File: src/rtl/spi_ctrl_if.sv
// CPU I/O bus view of the SPI controller: register strobes, write data, read-back words.
interface spi_ctrl_if;
    logic        data_en;
    logic        ctrl_en;
    logic        rd;
    logic        wr;
    logic [31:0] din;
    logic [31:0] dout;
    logic [31:0] status;

    modport master (output data_en, ctrl_en, rd, wr, din, input dout, status);
    modport slave  (input data_en, ctrl_en, rd, wr, din, output dout, status);
endinterface

File: src/rtl/spi_ctrl.sv
// SPI mode-0 master for the SD card and network module: 8-bit slow or 32-bit fast
// MSB-first transfers, started by a data-register write and polled through status.rdy.
module spi_ctrl #(
    parameter int unsigned SLOW_DIV = 32,
    parameter int unsigned FAST_DIV = 2
) (
    input  logic        clk,
    input  logic        rst_n,
    spi_ctrl_if.slave   bus,
    output logic        sclk,
    output logic        mosi,
    input  logic        miso,
    output logic [1:0]  ss_n,
    output logic        net_en
);
    localparam int unsigned MAX_DIV = (SLOW_DIV > FAST_DIV) ? SLOW_DIV : FAST_DIV;
    localparam int unsigned CNT_W   = (MAX_DIV > 1) ? $clog2(MAX_DIV) : 1;
    localparam int unsigned BIT_W   = 6;
    localparam logic [CNT_W-1:0] SLOW_LAST = CNT_W'(SLOW_DIV - 1);
    localparam logic [CNT_W-1:0] FAST_LAST = CNT_W'(FAST_DIV - 1);

    typedef enum logic [1:0] {IDLE, LOW, HIGH} state_t;

    state_t             state;
    logic               fast;
    logic               rdy;
    logic [31:0]        tx;
    logic [31:0]        rx;
    logic [BIT_W-1:0]   bits;
    logic [CNT_W-1:0]   cnt;
    logic [CNT_W-1:0]   last;

    logic ctrl_wr;
    logic start;
    logic tick;
    logic unused_rd;

    assign ctrl_wr   = bus.wr & bus.ctrl_en;
    assign start     = bus.wr & bus.data_en & rdy;
    assign tick      = (cnt == last);
    assign unused_rd = bus.rd;

    assign bus.dout   = rx;
    assign bus.status = {31'b0, rdy};

    // Software-owned control bits; writable at any time, fast is consumed only at start.
    always_ff @(posedge clk or negedge rst_n) begin
        if (!rst_n) begin
            ss_n   <= 2'b11;
            fast   <= 1'b0;
            net_en <= 1'b0;
        end else if (ctrl_wr) begin
            ss_n   <= ~bus.din[1:0];
            fast   <= bus.din[2];
            net_en <= bus.din[3];
        end
    end

    // Bit engine: each bit spends DIV cycles low then DIV cycles high; miso taken on the rise.
    always_ff @(posedge clk or negedge rst_n) begin
        if (!rst_n) begin
            state <= IDLE;
            rdy   <= 1'b1;
            sclk  <= 1'b0;
            mosi  <= 1'b1;
            tx    <= '0;
            rx    <= '0;
            bits  <= '0;
            cnt   <= '0;
            last  <= '0;
        end else begin
            case (state)
                IDLE: begin
                    if (start) begin
                        state <= LOW;
                        rdy   <= 1'b0;
                        cnt   <= '0;
                        rx    <= '0;
                        if (fast) begin
                            tx   <= bus.din;
                            bits <= BIT_W'(32);
                            last <= FAST_LAST;
                            mosi <= bus.din[31];
                        end else begin
                            tx   <= {bus.din[7:0], 24'b0};
                            bits <= BIT_W'(8);
                            last <= SLOW_LAST;
                            mosi <= bus.din[7];
                        end
                    end
                end
                LOW: begin
                    if (tick) begin
                        state <= HIGH;
                        sclk  <= 1'b1;
                        cnt   <= '0;
                        rx    <= {rx[30:0], miso};
                    end else begin
                        cnt <= cnt + CNT_W'(1);
                    end
                end
                HIGH: begin
                    if (tick) begin
                        sclk <= 1'b0;
                        cnt  <= '0;
                        tx   <= {tx[30:0], 1'b0};
                        bits <= bits - BIT_W'(1);
                        if (bits == BIT_W'(1)) begin
                            state <= IDLE;
                            mosi  <= 1'b1;
                            rdy   <= 1'b1;
                        end else begin
                            state <= LOW;
                            mosi  <= tx[30];
                        end
                    end else begin
                        cnt <= cnt + CNT_W'(1);
                    end
                end
                default: state <= IDLE;
            endcase
        end
    end
endmodule

File: src/flat_wrapper.sv
// flat-port wrapper written by rule: the top's interface ports become plain ports
module spi_ctrl_flat 
#(
    parameter int unsigned SLOW_DIV = 32,
    parameter int unsigned FAST_DIV = 2
)
  (clk, rst_n, sclk, mosi, miso, ss_n, net_en, bus_data_en, bus_ctrl_en, bus_rd, bus_wr, bus_din, bus_dout, bus_status);
  spi_ctrl_if bus_i ();
  input  logic clk;
  input  logic rst_n;
  output logic sclk;
  output logic mosi;
  input  logic miso;
  output logic [1:0] ss_n;
  output logic net_en;
  input wire logic [$bits(bus_i.data_en)-1:0] bus_data_en;
  input wire logic [$bits(bus_i.ctrl_en)-1:0] bus_ctrl_en;
  input wire logic [$bits(bus_i.rd)-1:0] bus_rd;
  input wire logic [$bits(bus_i.wr)-1:0] bus_wr;
  input wire logic [$bits(bus_i.din)-1:0] bus_din;
  output wire logic [$bits(bus_i.dout)-1:0] bus_dout;
  output wire logic [$bits(bus_i.status)-1:0] bus_status;
  assign bus_i.data_en = bus_data_en;
  assign bus_i.ctrl_en = bus_ctrl_en;
  assign bus_i.rd = bus_rd;
  assign bus_i.wr = bus_wr;
  assign bus_i.din = bus_din;
  assign bus_dout = bus_i.dout;
  assign bus_status = bus_i.status;
  spi_ctrl #(.SLOW_DIV(SLOW_DIV), .FAST_DIV(FAST_DIV)) u_core (.clk(clk), .rst_n(rst_n), .bus(bus_i), .sclk(sclk), .mosi(mosi), .miso(miso), .ss_n(ss_n), .net_en(net_en));
endmodule
File: config.mk
export PLATFORM = sky130hd
export DESIGN_NAME = spi_ctrl_flat
export DESIGN_NICKNAME = d
export VERILOG_FILES = /design/src/rtl/spi_ctrl_if.sv /design/src/rtl/spi_ctrl.sv /design/src/flat_wrapper.sv
export SDC_FILE = /design/constraint.sdc
export NUM_CORES = 1
export LEC_CHECK = 0
export ABC_CLOCK_PERIOD_IN_PS = 2120
export CAP_MARGIN = 20
export CORE_MARGIN = 2
export CORE_UTILIZATION = 30
export CTS_BUF_LIST = sky130_fd_sc_hd__clkbuf_8
export DETAILED_ROUTE_END_ITERATION = 8
export PLACE_DENSITY = 0.54
export SLEW_MARGIN = 20
export SYNTH_ARGS = -nofsm -noshare
export SYNTH_HDL_FRONTEND = slang
export SYNTH_SLANG_ARGS = --single-unit
export TNS_END_PERCENT = 100
File: constraint.sdc
create_clock -name clk -period 2.12 [get_ports clk]
set_clock_uncertainty 0.15 [all_clocks]
set_input_delay 0.212 -clock clk [delete_from_list [all_inputs] [get_ports clk]]
set_output_delay 0.212 -clock clk [all_outputs]
set_load 0.01 [all_outputs]
==> results.txt, run 1 <==
post-synthesis xor/xnor area fraction = 0.211%
number of diodes = 0
area leader, netlist = dfrtp_1
Die ar. = 14800 um^2
DRT Wirelength = 10200 um
critical setup path kind = reg2reg
die height = 122 um
MaxCap Viol Count = 0
Hold Fails Final Rpt = 0
Post-synth ARST share = 100%
largest family of logic cells by synthesized area = simple AND/OR/NAND/NOR gates
Port Buf Inserts = 75
clk_lat worst skew = 0.37 ns
routability cong. = 0.755
initial core utilization = 31.1%
pre-CTS WS = -0.0283 ns
fin. max-slew vios = 0
cell area after layout = 5570 um^2
fin crit share = 100%
CTS tree = yes
synth top area cells = dfrtp_1, nand2_1, buf_4
first-pass GRT wire length = 15700 um
largest net degree at the start of global routing = 40
EDFF count, synth = 0
sequential area share after synthesis = 51.4%
Max Root-Sink Buffers = 2
status = finished with violations
critical path cell sequence = or4_4 -> o22ai_4 -> buf_12 -> a31oi_4 -> buf_12 -> buf_6 -> o21ai_0
mapped cell area = 4150 um^2
total grt overflow = 0
Synth cell types = 43
worst endpoint required time = 2.26 ns
Compound-Gate Fraction of Synth Area = 14.2%
cells after synthesis = 451
Hold Crit Class = in2async
num ports = 108
post-route setup TNS = -0.00766 ns
Synth top area share = 48.9%
Primary FF master, synth = dfrtp_1
worst slew pin tran = 0.515 ns
final setup vio count = 1
Clock Sinks = 85
CP max-delay cell = or4_4
share of cells above drive strength 1 = 13.8%
Leak = 0.00259 uW
slowest stage delay, CP = 0.55 ns
mux contribution to synthesized area = 3.05%
crit-path leading delay family = simple AND/OR/NAND/NOR gates
peak supply drop = 259 uV
routed vias = 3401
worst path buffer plus inverter count = 3
Vias/cell = 4.72
core area = 13300 um^2
Final Critical Period = 2.13 ns
failing checks = negative setup slack
Iter 0 DRT Violations = 256
unrepaired setup endpoints after global routing = true
Final Hold Slack = 0.213 ns
Critical Path AT = 2.26 ns
Mean Syn Cell Area = 9.19 um^2
fmax = 470 MHz
Synth Area in Simple Gates = 19.9%
drt drc = 0
CP endpoint kind = register
final antenna-violating net count = 0
synthesized flop and latch total = 85
Chip Width = 122 um
H-Tree Depth = 3
drt pass-1 iters = 4
PD cells = 584 nW/um^2
yosys warns = 0
vias in the first global route = 3241
Synth Area in Adders = 2.41%
worst relative slew slack = 65.6%
Area growth, synth to finish = 34.2%
HPWL after DPL = 6520 um
worst setup margin = -0.00766 ns
antenna violations before repair = 0
Area after DPL = 5130 um^2
# nets final = 587
clock-pin slew on the worst setup and hold paths = 0.08 ns
CTS buffer count = 9
CP Max Fanout = 16
CP Launch Type = register
Root Driver = clkbuf_8
row count = 42
most used cell, CP = buf_12
All-Layer GR Usage = 13.5%
wire per inst = 14.1 um
==> cell usage in the layout, fill, tap and decap left out, types with 6 or more instances in the layout <==
cell and n:
inv_1 6, o21ai_1 22, o21ai_0 18, nand2_2 7, a21oi_1 14, dfrtp_1 81
buf_4 16, buf_12 8, a22oi_1 23, nand2_1 106, clkdlybuf4s50_1 74, clkbuf_8 11
ha_1 7, conb_1 31, nand3_1 37, mux2i_1 7, nor2_1 14
==> stage by stage <==
step	cells	util [%]	power [uW]
2_1_floorplan	481	-	1840
3_3_place_gp	693	38.4	1960
3_5_place_dp	693	38.4	1960
4_1_cts	711	40.4	3290
5_1_grt	721	41.7	3400
6_report	721	41.7	3250
==> timing repair <==
action,in CTS,in global routing
hold endpoints to repair,37,0
resized for setup,10,29
cloned,1,6
pin swaps,2,3
setup endpoints to repair,26,36
hold buffers,1,0
setup buffers,0,4
==> report_power, final <==
group / internal [uW] / total [uW] / switching, uW
clock: 720 / 1320 / 595
sequential: 1630 / 1650 / 11.7
combinational: 141 / 288 / 147
==> final timing paths <==
path / start / end / slack (ns) / cells after the start
setup reg to reg: u_core.cnt[2] / u_core.tx[12] / -0.008 / 7
max in group asynchronous: rst_n / u_core.ss_n[1] / 0.89 / 3
hold / removal: rst_n / u_core.bus.dout[27] / 0.21 / 2
setup / recovery: u_core.cnt[2] / u_core.tx[12] / -0.008 / 7
hold reg to reg: u_core.mosi / u_core.mosi / 0.32 / 2
min in group clk: miso / u_core.bus.dout[0] / 0.23 / 3
==> registers in the layout, summed over array words and instances, names as in the netlist <==
signal           flops
u_core.state         2
u_core.fast          1
u_core.sclk          1
u_core.bits          6
u_core.ss_n          2
u_core.mosi          1
u_core.net_en        1
u_core.rdy           1
u_core.last          2
u_core.cnt           5
u_core.bus.dout     32
u_core.tx           31
==> cells by family after synthesis <==
| group | Yosys count |
|---|---|
| multiplexers | 12 |
| flip-flops | 85 |
| buffers and inverters | 63 |
| adder cells (fa/ha/maj) | 8 |
| AO/OA/AOI/OAI | 94 |
| XOR/XNOR | 1 |
| AND/OR/NAND/NOR | 187 |
| other | 1 |
==> area by class of cell <==
type	count	area, um^2
clock buffers	11	151
clock inverters	5	73.8
fillers	1324	7780
inverters	5	18.8
multi-input cells	334	1830
flip-flops and latches	85	2130
well taps	176	220
repair buffers	105	1140
==> per-layer routing <==
layer / track usage (%) / part of all wire, % / vias up
li1: - / - / 1660
met1: 16.8 / 45 / 1642
met2: 22.6 / 48 / 87
met3: 3.70 / 5.0 / 12
met4: 4.74 / 1.4 / 0
met5: 0 / 0 / -
==> cell usage after synthesis (5+ instances only) <==
cell type,instances
ha_1,8
nand2_1,113
a22oi_1,23
buf_2,5
inv_1,5
clkbuf_1,17
a21oi_1,14
mux2_2,5
nor2_1,16
dfrtp_1,81
mux2i_1,7
o21ai_0,42
nand3_1,37
buf_4,32
No activity file was read; power rests on OpenSTA's default activity.
==> run 2: changes to the inputs <==
- REMOVE_ABC_BUFFERS: not set -> 1
- SKIP_CTS_REPAIR_TIMING: not set -> 1
==> results.txt, run 2 (synthesis gave the netlist of run 1 again) <==
status = completed
multi-input logic area = 1790 um^2 (-2.1%)
Critical Path AT = 2.21 ns (-0.05 ns)
clock-pin slew on the worst setup and hold paths = 0.09 ns (about the same)
Leak = 0.00249 uW (-4.1%)
HPWL after DPL = 6430 um (-1.4%)
post-route setup TNS = 0 ns (+0.00766 ns)
worst endpoint required time = 2.24 ns (-0.02 ns)
CP Max Fanout = 6 (-10)
most frequent cells in the layout = nand2_1, dfrtp_1, clkdlybuf4s50_1, o21ai_0, nand3_1
total grt overflow = 0 (unchanged)
# nets final = 578 (-1.5%)
fmax = 477 MHz (+1.4%)
drt drc = 0 (unchanged)
vias in the first global route = 3297 (+1.7%)
routed vias = 3316 (-2.5%)
worst setup margin = 0.0227 ns (+0.0304 ns)
CTS tree = yes
fin crit share = 98.9% (-1.4 points)
Placed Cells = 693 (unchanged)
crit path launch = u_core.cnt[1]
Root Driver = clkbuf_8
row count = 42 (unchanged)
first-pass GRT wire length = 15600 um (-0.44%)
pre-CTS WS = -0.0176 ns (+0.0106 ns)
core area = 13300 um^2 (unchanged)
RR Startpoint = u_core.cnt[1]
Die ar. = 14800 um^2 (unchanged)
largest net degree at the start of global routing = 45 (+13%)
PD cells = 548 nW/um^2 (-6.1%)
Hold Fails Final Rpt = 0 (unchanged)
worst relative slew slack = 64.4% (-1.3 points)
clk_lat worst skew = 0.38 ns (about the same)
Iter 0 DRT Violations = 221 (-14%)
unrepaired setup endpoints after global routing = true
worst slew pin tran = 0.534 ns (+0.0188 ns)
H-Tree Depth = 3 (unchanged)
Area growth, synth to finish = 28.5%
routability cong. = 0.772 (+2.3%)
final setup vio count = 0 (-1)
number of diodes = 0 (unchanged)
antenna violations before repair = 0 (unchanged)
max reg flops = 32 (unchanged)
fin. max-slew vios = 0 (unchanged)
DRT Wirelength = 9450 um (-7.1%)
commonest non-fill, non-tap cell in the layout = nand2_1
Max Root-Sink Buffers = 2 (unchanged)
peak supply drop = 288 uV (+11%)
CP Launch Type = register
drt pass-1 iters = 5 (+1)
Final Critical Period = 2.10 ns (-0.0304 ns)
critical setup path kind = reg2reg
cell area after layout = 5330 um^2 (-4.2%)
Hold Crit Class = in2async
final std cells w/o fill = 712 (-1.2%)
Vias/cell = 4.66 (-1.3%)
Port Buf Inserts = 75 (unchanged)
initial core utilization = 31.1% (unchanged)
MaxCap Viol Count = 0 (unchanged)
num ports = 108 (unchanged)
CTS buffer count = 9 (unchanged)
final antenna-violating net count = 0 (unchanged)
fillers = 1374 (+3.8%)
Clock Sinks = 85 (unchanged)
Chip Width = 122 um (unchanged)
All-Layer GR Usage = 13.4% (-0.11 points)
die height = 122 um (unchanged)
Area after DPL = 5130 um^2 (unchanged)
CP endpoint kind = register
FF+latch area = 2130 um^2 (unchanged)
Final Hold Slack = 0.206 ns (-0.00694 ns)
share of cells above drive strength 1 = 10.4% (-3.3 points)
wire per inst = 13.3 um (-6.0%)
run 2: cell count changes in the layout (fill, tap and decap cells not counted), moves of 3 or more:
| cell | change |
|---|---|
| nand2_2 | -6 |
| o21ai_1 | -22 |
| nand2_1 | +6 |
| o21ai_0 | +24 |
| clkbuf_16 | -3 |
run 2: worst paths after layout:
path	cells past startpoint	slack, ns	end
worst max register to register	5	0.02	u_core.state[1]
worst min register to register	2	0.33	u_core.tx[30]
worst max-delay path	5	0.02	u_core.state[1]
max in group asynchronous	3	0.97	u_core.tx[18]
min in group clk	3	0.24	u_core.bus.dout[0]
worst min-delay path	2	0.21	u_core.sclk
run 2: metrics by stage:
| step | power (uW) | util [%] |
|---|---|---|
| after floorplan | 1790 | - |
| after global placement | 1960 | 38.4 |
| after detailed placement | 1960 | 38.4 |
| after CTS | 2980 | 39.6 |
| after global routing | 3080 | 39.9 |
| final | 2920 | 39.9 |
run 2: routing by layer:
layer	global-route usage [%]	vias to the layer above	wire (um)
li1	-	1631	-
met1	16.4	1568	4300
met5	0	-	0
met3	4.54	14	584
met2	22.5	103	4410
met4	3.66	0	160
run 2: area by class of cell:
type / count / area share, %
sequential: 85 / 40.0
multi-input combinational: 333 / 33.6
clock buffer: 9 / 2.32
tap: 176 / 4.13
clock inverter: 7 / 0.657
inverter: 5 / 0.352
timing repair buffer: 97 / 18.9
run 2: power breakdown:
group / total, uW / internal (uW) / switching (uW)
Combinational: 280 / 137 / 143
Sequential: 1650 / 1630 / 12.8
Clock: 994 / 409 / 586
Total: 2920 / 2180 / 742
run 2: critical path, cell delays in order (launching register included):
cell and delay [ns]:
dfrtp_1 0.38, or4_4 0.54, o22ai_4 0.23, and2_4 0.20
o21a_1 0.15, mux2_2 0.34
